===== src/rtl/seg7_pkg.sv =====
`default_nettype none
// ----------------------------------------------------------------------
// seg7_pkg : scan FSM state type and active-low {g,f,e,d,c,b,a} patterns
// Rev 1.0
// ----------------------------------------------------------------------
package seg7_pkg;

  typedef enum logic [0:0] {
    BLANK = 1'b0,
    SHOW  = 1'b1
  } state_e;

  localparam logic [6:0] SEG_OFF = 7'h7F;

  localparam logic [6:0] SEG_0 = 7'b1000000;
  localparam logic [6:0] SEG_1 = 7'b1111001;
  localparam logic [6:0] SEG_2 = 7'b0100100;
  localparam logic [6:0] SEG_3 = 7'b0110000;
  localparam logic [6:0] SEG_4 = 7'b0011001;
  localparam logic [6:0] SEG_5 = 7'b0010010;
  localparam logic [6:0] SEG_6 = 7'b0000010;
  localparam logic [6:0] SEG_7 = 7'b1111000;
  localparam logic [6:0] SEG_8 = 7'b0000000;
  localparam logic [6:0] SEG_9 = 7'b0010000;
  localparam logic [6:0] SEG_A = 7'b0001000;
  localparam logic [6:0] SEG_B = 7'b0000011;
  localparam logic [6:0] SEG_C = 7'b1000110;
  localparam logic [6:0] SEG_D = 7'b0100001;
  localparam logic [6:0] SEG_E = 7'b0000110;
  localparam logic [6:0] SEG_F = 7'b0001110;

endpackage
`default_nettype wire


===== src/rtl/hex_seg_decoder.sv =====
`default_nettype none
// ----------------------------------------------------------------------
// hex_seg_decoder : combinational hex nibble to active-low segment pattern
// Rev 1.0
// ----------------------------------------------------------------------
module hex_seg_decoder
  import seg7_pkg::*;
(
  input  logic [3:0] hex_i,
  output logic [6:0] seg_o
);

  always_comb begin
    seg_o = SEG_OFF;
    case (hex_i)
      4'h0: seg_o = SEG_0;
      4'h1: seg_o = SEG_1;
      4'h2: seg_o = SEG_2;
      4'h3: seg_o = SEG_3;
      4'h4: seg_o = SEG_4;
      4'h5: seg_o = SEG_5;
      4'h6: seg_o = SEG_6;
      4'h7: seg_o = SEG_7;
      4'h8: seg_o = SEG_8;
      4'h9: seg_o = SEG_9;
      4'hA: seg_o = SEG_A;
      4'hB: seg_o = SEG_B;
      4'hC: seg_o = SEG_C;
      4'hD: seg_o = SEG_D;
      4'hE: seg_o = SEG_E;
      4'hF: seg_o = SEG_F;
      default: seg_o = SEG_OFF;
    endcase
  end

endmodule
`default_nettype wire


===== src/rtl/seg7_scan_ctrl.sv =====
`default_nettype none
// ----------------------------------------------------------------------
// seg7_scan_ctrl : multiplexed common-anode 7-segment scanner with
//                  frame-aligned single-entry load buffer
// Rev 1.0
// ----------------------------------------------------------------------
module seg7_scan_ctrl
  import seg7_pkg::*;
#(
  parameter int DIGITS    = 4,
  parameter int DWELL     = 50000,
  parameter int BLANK_CYC = 500
)(
  input  logic                clk,
  input  logic                rst,
  input  logic [4*DIGITS-1:0] value,
  input  logic                load,
  input  logic                blank_lz,
  output logic                ready,
  output logic [DIGITS-1:0]   an,
  output logic [6:0]          seg,
  output logic                frame_done
);

  localparam int MAX_CYC = (DWELL > BLANK_CYC) ? DWELL : BLANK_CYC;
  localparam int CNT_W   = (MAX_CYC > 1) ? $clog2(MAX_CYC) : 1;
  localparam int IDX_W   = (DIGITS > 1) ? $clog2(DIGITS) : 1;

  localparam logic [CNT_W-1:0] DWELL_LAST = CNT_W'(DWELL - 1);
  localparam logic [CNT_W-1:0] BLANK_LAST = CNT_W'(BLANK_CYC - 1);
  localparam logic [IDX_W-1:0] IDX_LAST   = IDX_W'(DIGITS - 1);

  state_e              state_q;
  logic [CNT_W-1:0]    cnt_q;
  logic [IDX_W-1:0]    idx_q, idx_d;
  logic [4*DIGITS-1:0] active_q, active_d, pending_q;
  logic                ready_q, frame_done_q;
  logic [DIGITS-1:0]   an_q;
  logic [6:0]          seg_q;

  logic                w_cnt_done, w_wrap, w_upper_zero, w_lz_blank;
  logic [3:0]          w_nib;
  logic [6:0]          w_seg;
  logic [DIGITS-1:0]   w_an_lit;

  // Slot outputs are decoded from the post-transfer word, so the frame that
  // starts on the frame_done edge is entirely old or entirely new.
  always_comb begin
    w_cnt_done   = (state_q == BLANK) ? (cnt_q == BLANK_LAST) : (cnt_q == DWELL_LAST);
    w_wrap       = (state_q == BLANK) && w_cnt_done && (idx_q == IDX_LAST);
    idx_d        = w_wrap ? '0 : idx_q + IDX_W'(1);
    active_d     = (w_wrap && !ready_q) ? pending_q : active_q;
    w_nib        = 4'h0;
    w_upper_zero = 1'b1;
    for (int i = 0; i < DIGITS; i++) begin
      if (i == int'(idx_d))
        w_nib = active_d[4*i +: 4];
      if ((i >= int'(idx_d)) && (active_d[4*i +: 4] != 4'h0))
        w_upper_zero = 1'b0;
    end
    w_lz_blank = blank_lz && (idx_d != '0) && w_upper_zero;
    w_an_lit   = ~(DIGITS'(1) << idx_d);
  end

  hex_seg_decoder u_hex_seg_decoder (
    .hex_i (w_nib),
    .seg_o (w_seg)
  );

  always_ff @(posedge clk or posedge rst) begin
    if (rst) begin
      state_q      <= BLANK;
      cnt_q        <= '0;
      idx_q        <= IDX_LAST;
      active_q     <= '0;
      pending_q    <= '0;
      ready_q      <= 1'b1;
      frame_done_q <= 1'b0;
      an_q         <= '1;
      seg_q        <= SEG_OFF;
    end else begin
      frame_done_q <= 1'b0;
      active_q     <= active_d;
      if (w_wrap && !ready_q) begin
        ready_q <= 1'b1;
      end else if (load && ready_q) begin
        pending_q <= value;
        ready_q   <= 1'b0;
      end
      if (w_cnt_done) begin
        cnt_q <= '0;
        if (state_q == BLANK) begin
          state_q      <= SHOW;
          idx_q        <= idx_d;
          frame_done_q <= w_wrap;
          an_q         <= w_lz_blank ? '1 : w_an_lit;
          seg_q        <= w_lz_blank ? SEG_OFF : w_seg;
        end else begin
          state_q <= BLANK;
          an_q    <= '1;
          seg_q   <= SEG_OFF;
        end
      end else begin
        cnt_q <= cnt_q + CNT_W'(1);
      end
    end
  end

  assign ready      = ready_q;
  assign an         = an_q;
  assign seg        = seg_q;
  assign frame_done = frame_done_q;

endmodule
`default_nettype wire


===== config.mk =====
export PLATFORM = sky130hd
export DESIGN_NAME = seg7_scan_ctrl
export DESIGN_NICKNAME = d
export VERILOG_FILES = /design/src/rtl/seg7_pkg.sv /design/src/rtl/hex_seg_decoder.sv /design/src/rtl/seg7_scan_ctrl.sv
export SDC_FILE = /design/constraint.sdc
export NUM_CORES = 1
export LEC_CHECK = 0
export CORE_AREA = 2 2 90 92
export CTS_BUF_LIST = sky130_fd_sc_hd__clkbuf_4 sky130_fd_sc_hd__clkbuf_8
export DETAILED_ROUTE_END_ITERATION = 12
export DIE_AREA = 0 0 92 94
export SYNTH_ARGS = -nofsm -noshare
export SYNTH_HDL_FRONTEND = slang
export SYNTH_SLANG_ARGS = --single-unit

===== constraint.sdc =====
create_clock -name clk -period 3.45 [get_ports clk]
set_input_delay 0.5175 -clock clk [delete_from_list [all_inputs] [get_ports clk]]
set_output_delay 0.5175 -clock clk [all_outputs]
set_load 0.01 [all_outputs]

# After elaboration in Yosys (flattened, before gate mapping)
# Memory sizes are Yosys's and may differ from the RTL's.
# Index checks and enable logic that the tools add are counted.
[totals]
regBits = 64
mem_bits_ro = 112
inputBits = 20
output_inout_bits = 13
wordCells = 65
memories = 1
[memory_table]
columns = ["memory", "words", "width", "read_ports", "rd_ports_with_merged_regs", "write_ports", "line", "source"]
rows = [
  ["(name not given)", 16, 7, 1, 0, 0, "hex_seg_decoder.sv:15", "case (hex_i)"],
]
[op_classes]
add_sub_neg = 2
n_lt_le_gt_ge = 3
n_eq_ne = 6
shifts = 1
n_mux = 21
n_bitwise = 3
n_reduce_logical = 19
[ops]
columns = ["operator", "count"]
rows = [
  ["$mux 16", 2],
  ["$mux 4", 6],
  ["$add 16x1->16 const B", 1],
  ["$eq 16x16->1 const B", 1],
  ["$eq 16x9->1 const B", 1],
  ["$reduce_bool 4->1", 4],
  ["$mux 7", 2],
  ["$mux 1", 10],
  ["$logic_and 1x1->1", 9],
  ["$eq 2x2->1 const A", 2],
  ["$ge 1x2->1 const A", 2],
  ["$not 4->4", 1],
  ["$reduce_and 2->1", 2],
  ["$reduce_bool 2->1", 2],
  ["$shl 1x2->4 const A", 1],
  ["$add 2x1->2 const B", 1],
  ["$eq 1x2->1 const A", 1],
  ["$eq 2x2->1 const B", 1],
  ["$ge 2x2->1 const A", 1],
  ["$logic_not 2->1", 1],
  ["$mux 2", 1],
  ["$not 1->1", 2],
  ["$logic_not 1->1", 1],
]

# Logic depth before layout (Yosys ltp)
# Gate-level depths: netlist of the first run.
[logic_depth]
word_depth = 15
ltp_mapped = 14
depth_no_buf = 13

# Modules after synthesis
# A second synthesis of the first run with hierarchy kept.
[unflattened]
cells_unflattened = 271
area_unflattened_um2 = 3230.6
[by_module_without_submodules]
columns = ["mod", "instances", "cells_each", "area_each_um2", "seq_area_each_um2"]
rows = [
  ["seg7_scan_ctrl", 1, 236, 2960.3, 1619.1],
  ["hex_seg_decoder", 1, 35, 270.3, 0.0],
]

# Worst setup path before layout of the first run
# Ideal clock, no wire load.
[synth_path]
path_kind = "flip-flop to flip-flop"
from = "register state_q"
to = "register seg_q[3], in the netlist seg[3]"
setup_time_ps = 98
t_arrival_ps = 2942
t_required_ps = 3352
slack_ps = 409
path_stages_with_launch = 12
path_buffers = 0
period_less_slack_ps = 3041
cell_sequence = "dfrtp_1 nor4_2 mux2i_1 nor3_2 mux2i_1 a22o_1 a21oi_1 inv_1 ha_1 nand2b_1 a2bb2oi_1 a221oi_1"
[synth_via]
elab_chain_cells = 14
word_cells_on_any_way = 35
classes_between = "3 x order compare; 3 x eq/ne; 13 x mux; 1 x bitwise; 14 x reduce/logical; 1 x memory"
[synth_rtl]
columns = ["item", "line", "source"]
rows = [
  ["from (decl)", "seg7_scan_ctrl.sv:33", "state_e state_q;"],
  ["from (signal assigned)", "seg7_scan_ctrl.sv:72", "state_q <= BLANK;"],
  ["from (signal assigned)", "seg7_scan_ctrl.sv:93", "state_q <= SHOW;"],
  ["from (signal assigned)", "seg7_scan_ctrl.sv:99", "state_q <= BLANK;"],
  ["parallel branches: the longest is 14 deep, another holds $mem_v2 16x7", "-", ""],
  ["to (signal assigned)", "seg7_scan_ctrl.sv:97", "seg_q <= w_lz_blank ? SEG_OFF : w_seg;"],
  ["to (decl)", "seg7_scan_ctrl.sv:39", "logic [6:0] seg_q;"],
]
# Parallel ways; which one is timed is not known.
# A chain may end at the register's enable or synchronous reset.

# Worst setup path in the final report of the first run
[layout_path]
from = "register cnt_q[0]"
to = "register seg_q[4], in the netlist seg[4]"
[layout_via]
elab_chain_cells = 15
word_cells_on_any_way = 36
classes_between = "3 x order compare; 5 x eq/ne; 13 x mux; 14 x reduce/logical; 1 x memory"
[layout_rtl]
columns = ["item", "line", "source"]
rows = [
  ["from (decl)", "seg7_scan_ctrl.sv:34", "logic [CNT_W-1:0] cnt_q;"],
  ["from (signal assigned)", "seg7_scan_ctrl.sv:104", "cnt_q <= cnt_q + CNT_W'(1);"],
  ["$eq 16x9->1 or $eq 16x16->1 (tied branches)", "seg7_scan_ctrl.sv:49", "w_cnt_done = (state_q == BLANK) ? (cnt_q == BLANK_LAST) : (cnt_q == DWELL_LAST);"],
  ["$mux 1 *", "seg7_scan_ctrl.sv:49", ""],
  ["parallel branches: the longest is 13 deep, another holds $mem_v2 16x7", "-", ""],
]
# Every way passes the cells marked *.

==> results of run 1 <==
-- per-stage QoR --
stage | worst slack [ns] | utilization, % | hold WS, ns
final | 0.284 | 52.3 | 0.468
after global routing | 0.0557 | 52.3 | 0.495
after CTS | 0.176 | 52.2 | 0.469
after detailed placement | 0.235 | 49.8 | 0.459
after global placement | 0.410 | 49.8 | 0.442
after floorplan | 0.409 | - | 0.433
-- kinds of logic after synthesis --
group,after synthesis,share of synthesized area [%]
flops,64,48.6
compound gates,55,11.8
fa+ha+maj,13,4.89
buf+inv,23,2.86
simple gates,112,17.7
xor+xnor,15,3.95
mux,30,10.2
-- synthesized netlist by cell type (all sizes together) (2+ instances only) --
master	count
dfrtp	50
nor2	36
nand2	25
mux2	23
inv	15
a21oi	14
dfstp	14
ha	13
nand3	12
xnor2	10
a31oi	7
mux2i	7
nand4	7
nor3	7
nor4	6
o31ai	6
clkbuf	5
o21ai	5
xor2	5
and3	4
nor2b	4
buf	3
o31a	3
or4	3
a211oi	2
a221oi	2
a22o	2
a2bb2oi	2
a41oi	2
and2	2
and4	2
o221ai	2
o32a	2
-- registers in the layout (all words and copies together) (netlist names) --
register    flops
ready           1
active_q       16
seg             7
pending_q      16
frame_done      1
idx_q           2
cnt_q          16
an              4
state_q         1
-- how the worst max path moves through the flow --
stage          endpoint  slack, ns  cells past startpoint
6_report         seg[4]       0.28                     12
5_1_grt          seg[3]       0.06                     13
4_1_cts          seg[3]       0.18                     13
3_5_place_dp     seg[3]       0.23                     13
3_3_place_gp     seg[3]       0.41                     12
2_1_floorplan    seg[3]       0.41                     11
-- power groups by stage --
stage	Sequential (uW)	Combinational, uW	Clock [uW]
2_1_floorplan	765	12.5	0
3_3_place_gp	765	40.2	0
4_1_cts	751	40.6	598
3_5_place_dp	765	40.5	0
6_report	751	39.0	583
5_1_grt	750	44.4	636
-- worst max-delay path, delay by kind of cell, from the launching register on --
family | cells | cell delay (ns)
AO/OA/AOI/OAI | 4 | 0.83
adder cells (fa/ha/maj) | 2 | 0.49
flip-flops | 1 | 0.37
multiplexers | 1 | 0.33
buffers and inverters | 1 | 0.10
AND/OR/NAND/NOR | 4 | 0.96
-- per-layer routing --
layer,vias to the layer above,global-route usage [%]
li1,1220,-
met1,1190,27.2
met2,44,27.1
met3,7,4.82
met4,0,5.97
met5,-,0
-- timing repair --
action / 4_1_cts / 5_1_grt
endpoints found under the hold margin: 0 / 0
resized for setup: 0 / 1
setup endpoints to repair: 0 / 4
hold buffers: 0 / 0
setup buffers: 0 / 1
-- final cells by class --
class	count	area [sq um]
Inverter	15	56.3
Fill cell	726	3630
Sequential cell	64	1620
Tap cell	102	128
Clock buffer	11	145
Multi-Input combinational cell	225	1620
Clock inverter	5	32.5
Timing Repair Buffer	40	380
==> metrics.cfg, run 1 <==
[synth]
synth.avg_cell_area_sq_um = 10.7
yosysTopAreaCellShare_pct = 37.6
synth_edf_count = 0
syn_area_sq_um = 3330
synthCells = 312
async_reset_ff_share_pct = 100
synth_top_area_cell = dfrtp_1
synth_fp_nets = 345
synth_cell_type_count = 55
ys_ff_latch = 64
ys_seq_area_share_pct = 48.6
yosysWarnings = 0
ys_top_cells_by_area = dfrtp_1 (38%), dfstp_2 (11%), mux2_2 (6.8%)
synth-main-ff-cell = dfrtp_1

[placed_design]
placed_cell_area_sq_um = 3790
io_buffer_count = 32
dpl.hpwl_um = 5390
gp_congestion = 0.856
dp_cells = 445

[global_route]
grt_antenna_before_repair = 0
grt_pass1_wl_um = 12400
grt-ovfl-total = 0
grt_pass1_vias = 2443
grt_usage_pct = 18.7
grt_max_degree = 28

[layout]
fin_area_sq_um = 3980
n_antenna_cell = 0
layout-drive-gt1-share_pct = 20.6
final_common_cell = dfrtp_1
final_nets = 388
stdcell_count = 462
final_cell_mix = dfrtp_1 (50), nor2_1 (36), clkdlybuf4s50_1 (32), nand2_1 (25), mux2_2 (20)
area_growth_pct = 19.6

[worst_setup_path]
cp.required_ns = 3.72
crit_slowest_cell = dfrtp_1
cp_slowest_stage_delay_ns = 0.37
reg2reg_to = seg[4]
cp_common_cell = ha_1
reg2reg_from = cnt_q[0]
start_kind = flop
crit_start = cnt_q[0]
path_class = flop to flop
end_kind = flop
crit_path_max_fanout = 11
crit_chain = ha_1, and3_1, and4b_4, nand3_4, mux2i_1, o221ai_1, nand2_1, inv_1, ha_1, o21ai_0, a21boi_0, o22ai_1
ff2ff_path_depth = 12
crit_arrival_ns = 3.43
ff2ff_setup_slack_ns = 0.28

[power]
power_leakage_uw = 0.00182
switching_share_pct = 23.0
p_total_uw = 1370
pwr-share-clk_pct = 42.5
p_comb_share_pct = 2.8
p_int_uw = 1060
power_density_nw_per_um2 = 345
switchingPower_uw = 316
pwr-share-seq_pct = 54.7
ir_drop_mv = 0.172

[timing]
setup_viol = 0
worstMarginPinSlew_ns = 0.679
clock_skew_ns = 0.00621
fmax_ghz = 0.316
finalCritPeriodShare_pct = 91.8
fin_crit_ns = 3.17
drv_slew = 0
setup-tns-final_ns = 0
hold_viol_final = 0
rsz0062_at_grt = no
max-slew-margin-rel_pct = 54.6

[hold_path]
hold_class = flop to flop
hold_start = cnt_q[0]
hold_depth = 1
min_to = cnt_q[0]

[cts]
numCtsBuffers = 9
htreeDepth = 3
worstSkewPairLatency_ns = 0.35
cts-root-buf = clkbuf_8
cts_tree = done
clkTransAtPathRegs_ns = 0.07
clockBufferDepth = 2
cts.sinks = 64

[floorplan]
coreArea_sq_um = 7610
fp.dieW_um = 92
fp.dieArea_sq_um = 8650
rows = 32
fp.dieH_um = 94
start_util_pct = 43.8
pin_count = 33

[detailed_routing]
ant_nets = 0
first_pass_iters = 5
top_layer_used = met4
drc_errors = 0
wl_um = 7300
wl_met3_um = 287
via_per_inst = 5.33
vias = 2461
dr_wl_met2_um = 3140
wl_per_cell_um = 15.8
wl_met1_um = 3780
drt_iter0_markers = 116

[run_status]
status = complete, no violations

[job]
drv_cap = 0

(Power assumes the default switching activity.)
==> run 2, diff against run 1 <==
CORE_AREA = 5 5 93 95   (was 2 2 90 92)
DIE_AREA = 0 0 98 100   (was 0 0 92 94)
==> run 2 against run 1 <==
  * First-iteration DRC count rose by 28%
  * Global-route usage fell by 2.7 points
  * Largest power group is now the clock network
  * Clock power rose by 34%
  * Combinational power barely moved
  * Fmax rose by 0.92%
==> metrics.cfg, run 2 (synthesis results as in run 1) <==
[worst_setup_path]
crit_start = cnt_q[0]
path_class = flop to flop
reg2reg_from = cnt_q[0]
crit_slowest_cell = dfrtp_1
end_kind = flop
worst-path-buf-inv = 1
crit_path_max_fanout = 6
crit_family = simple AND/OR/NAND/NOR gates
cp_slowest_stage_delay_ns = 0.37
crit_arrival_ns = 3.41
cp_common_cell = ha_1
crit_chain = ha_1, and3_1, nand4b_1, nor3_2, mux2i_1, o221ai_1, nand2_1, inv_1, ha_1, o21ai_0, a21oi_1, o32a_1
cp.required_ns = 3.72
start_kind = flop

[cts]
numCtsBuffers = 9
cts_hold_buf = 0
cts-root-buf = clkbuf_8
post_cts_buffers = 0
clkTransAtPathRegs_ns = 0.08
cts.sinks = 64
clockBufferDepth = 2
worstSkewPairLatency_ns = 0.34
htreeDepth = 3
cts_tree = done
cts_resized = 0

[timing]
setup-tns-final_ns = 0
rsz0062_at_grt = no
setup_viol = 0
fmax_ghz = 0.319
fin_crit_ns = 3.14
drv_slew = 0
max-slew-margin-rel_pct = 53.2
finalCritPeriodShare_pct = 90.9
hold_viol_final = 0
worstMarginPinSlew_ns = 0.700
clock_skew_ns = 0.00738

[placed_design]
gp_congestion = 0.966
dpl.hpwl_um = 5430
dp_cells = 444
io_buffer_count = 32

[power]
power_leakage_uw = 0.00185
power_density_nw_per_um2 = 390
p_total_uw = 1570
ir_drop_mv = 0.251

[detailed_routing]
wl_met3_um = 331
top_layer_used = met4
first_pass_iters = 4
vias = 2486
drt_iter0_markers = 149
wl_met1_um = 3690
dr_wl_met2_um = 3270
via_per_inst = 5.40
drc_errors = 0
ant_nets = 0
wl_um = 7390
wl_per_cell_um = 16.1

[floorplan]
fp.dieArea_sq_um = 9800
coreArea_sq_um = 7650
start_util_pct = 43.5
rows = 32
fp.dieH_um = 100
pin_count = 33
fp.dieW_um = 98

[layout]
multiInputGateArea_sq_um = 1620
stdcell_count = 460
layout-drive-gt1-share_pct = 20.4
n_antenna_cell = 0
final_common_cell = dfrtp_1
ff_latch_area_sq_um = 1620
reg.largest.list = active_q (16), cnt_q (16), pending_q (16)
final_nets = 386
final_cell_mix = dfrtp_1 (50), nor2_1 (36), clkdlybuf4s50_1 (32), nand2_1 (25), mux2_2 (20)
fillCellCount = 686
area_growth_pct = 21.1

[global_route]
grt_pass1_wl_um = 12500
grt_antenna_before_repair = 0
grt-ovfl-total = 0
grt_usage_pct = 15.9
grt_pass1_vias = 2495
grt_max_degree = 34

[hold_path]
hold_start = cnt_q[0]
hold_class = flop to flop

[job]
drv_cap = 0

[run_status]
status = complete, no violations

[run 2: through the flow]
stage          util [%]  instance area, sq um  hold slack [ns]  setup WS (ns)
4_1_cts            52.7                  4030            0.470          0.242
3_3_place_gp       49.5                  3790            0.444          0.434
2_1_floorplan         -                  3330            0.433          0.409
3_5_place_dp       49.5                  3790            0.461          0.286
6_report           52.7                  4030            0.468          0.312
5_1_grt            52.7                  4030            0.483         0.0663
[run 2: layout make-up]
type	count	area share [%]
Sequential cell	64	40.2
Tap cell	102	3.17
Inverter	15	1.40
Clock inverter	6	2.67
Clock buffer	10	3.26
Timing Repair Buffer	38	9.06
Multi-Input combinational cell	225	40.3
[run 2: power breakdown]
group,internal [uW],switching [uW]
clock network,486,295
registers,751,0
logic,21.1,18.0
total,1260,313
[run 2: worst paths after layout]
path	slack, ns	depth (start not counted)	to
max in group asynchronous	2.07	3	idx_q[0]
hold / removal	0.47	1	cnt_q[0]
min in group asynchronous	0.62	2	state_q
setup reg to reg	0.31	12	seg[5]
setup / recovery	0.31	12	seg[5]
hold reg to reg	0.47	1	cnt_q[0]
[run 2: routing by layer]
metal  GRT usage [%]  vias up
li1                -     1207
met1            23.0     1203
met2            24.0       65
met3            3.20       11
met4            5.54        0
met5               0        -
[run 2: worst register-to-register path: stages (launching register included)]
cell and delay, ns:
dfrtp_1 0.37, ha_1 0.25, and3_1 0.23, nand4b_1 0.30, nor3_2 0.35, mux2i_1 0.28
o221ai_1 0.19, nand2_1 0.22, inv_1 0.09, ha_1 0.21, o21ai_0 0.14, a21oi_1 0.11
o32a_1 0.34
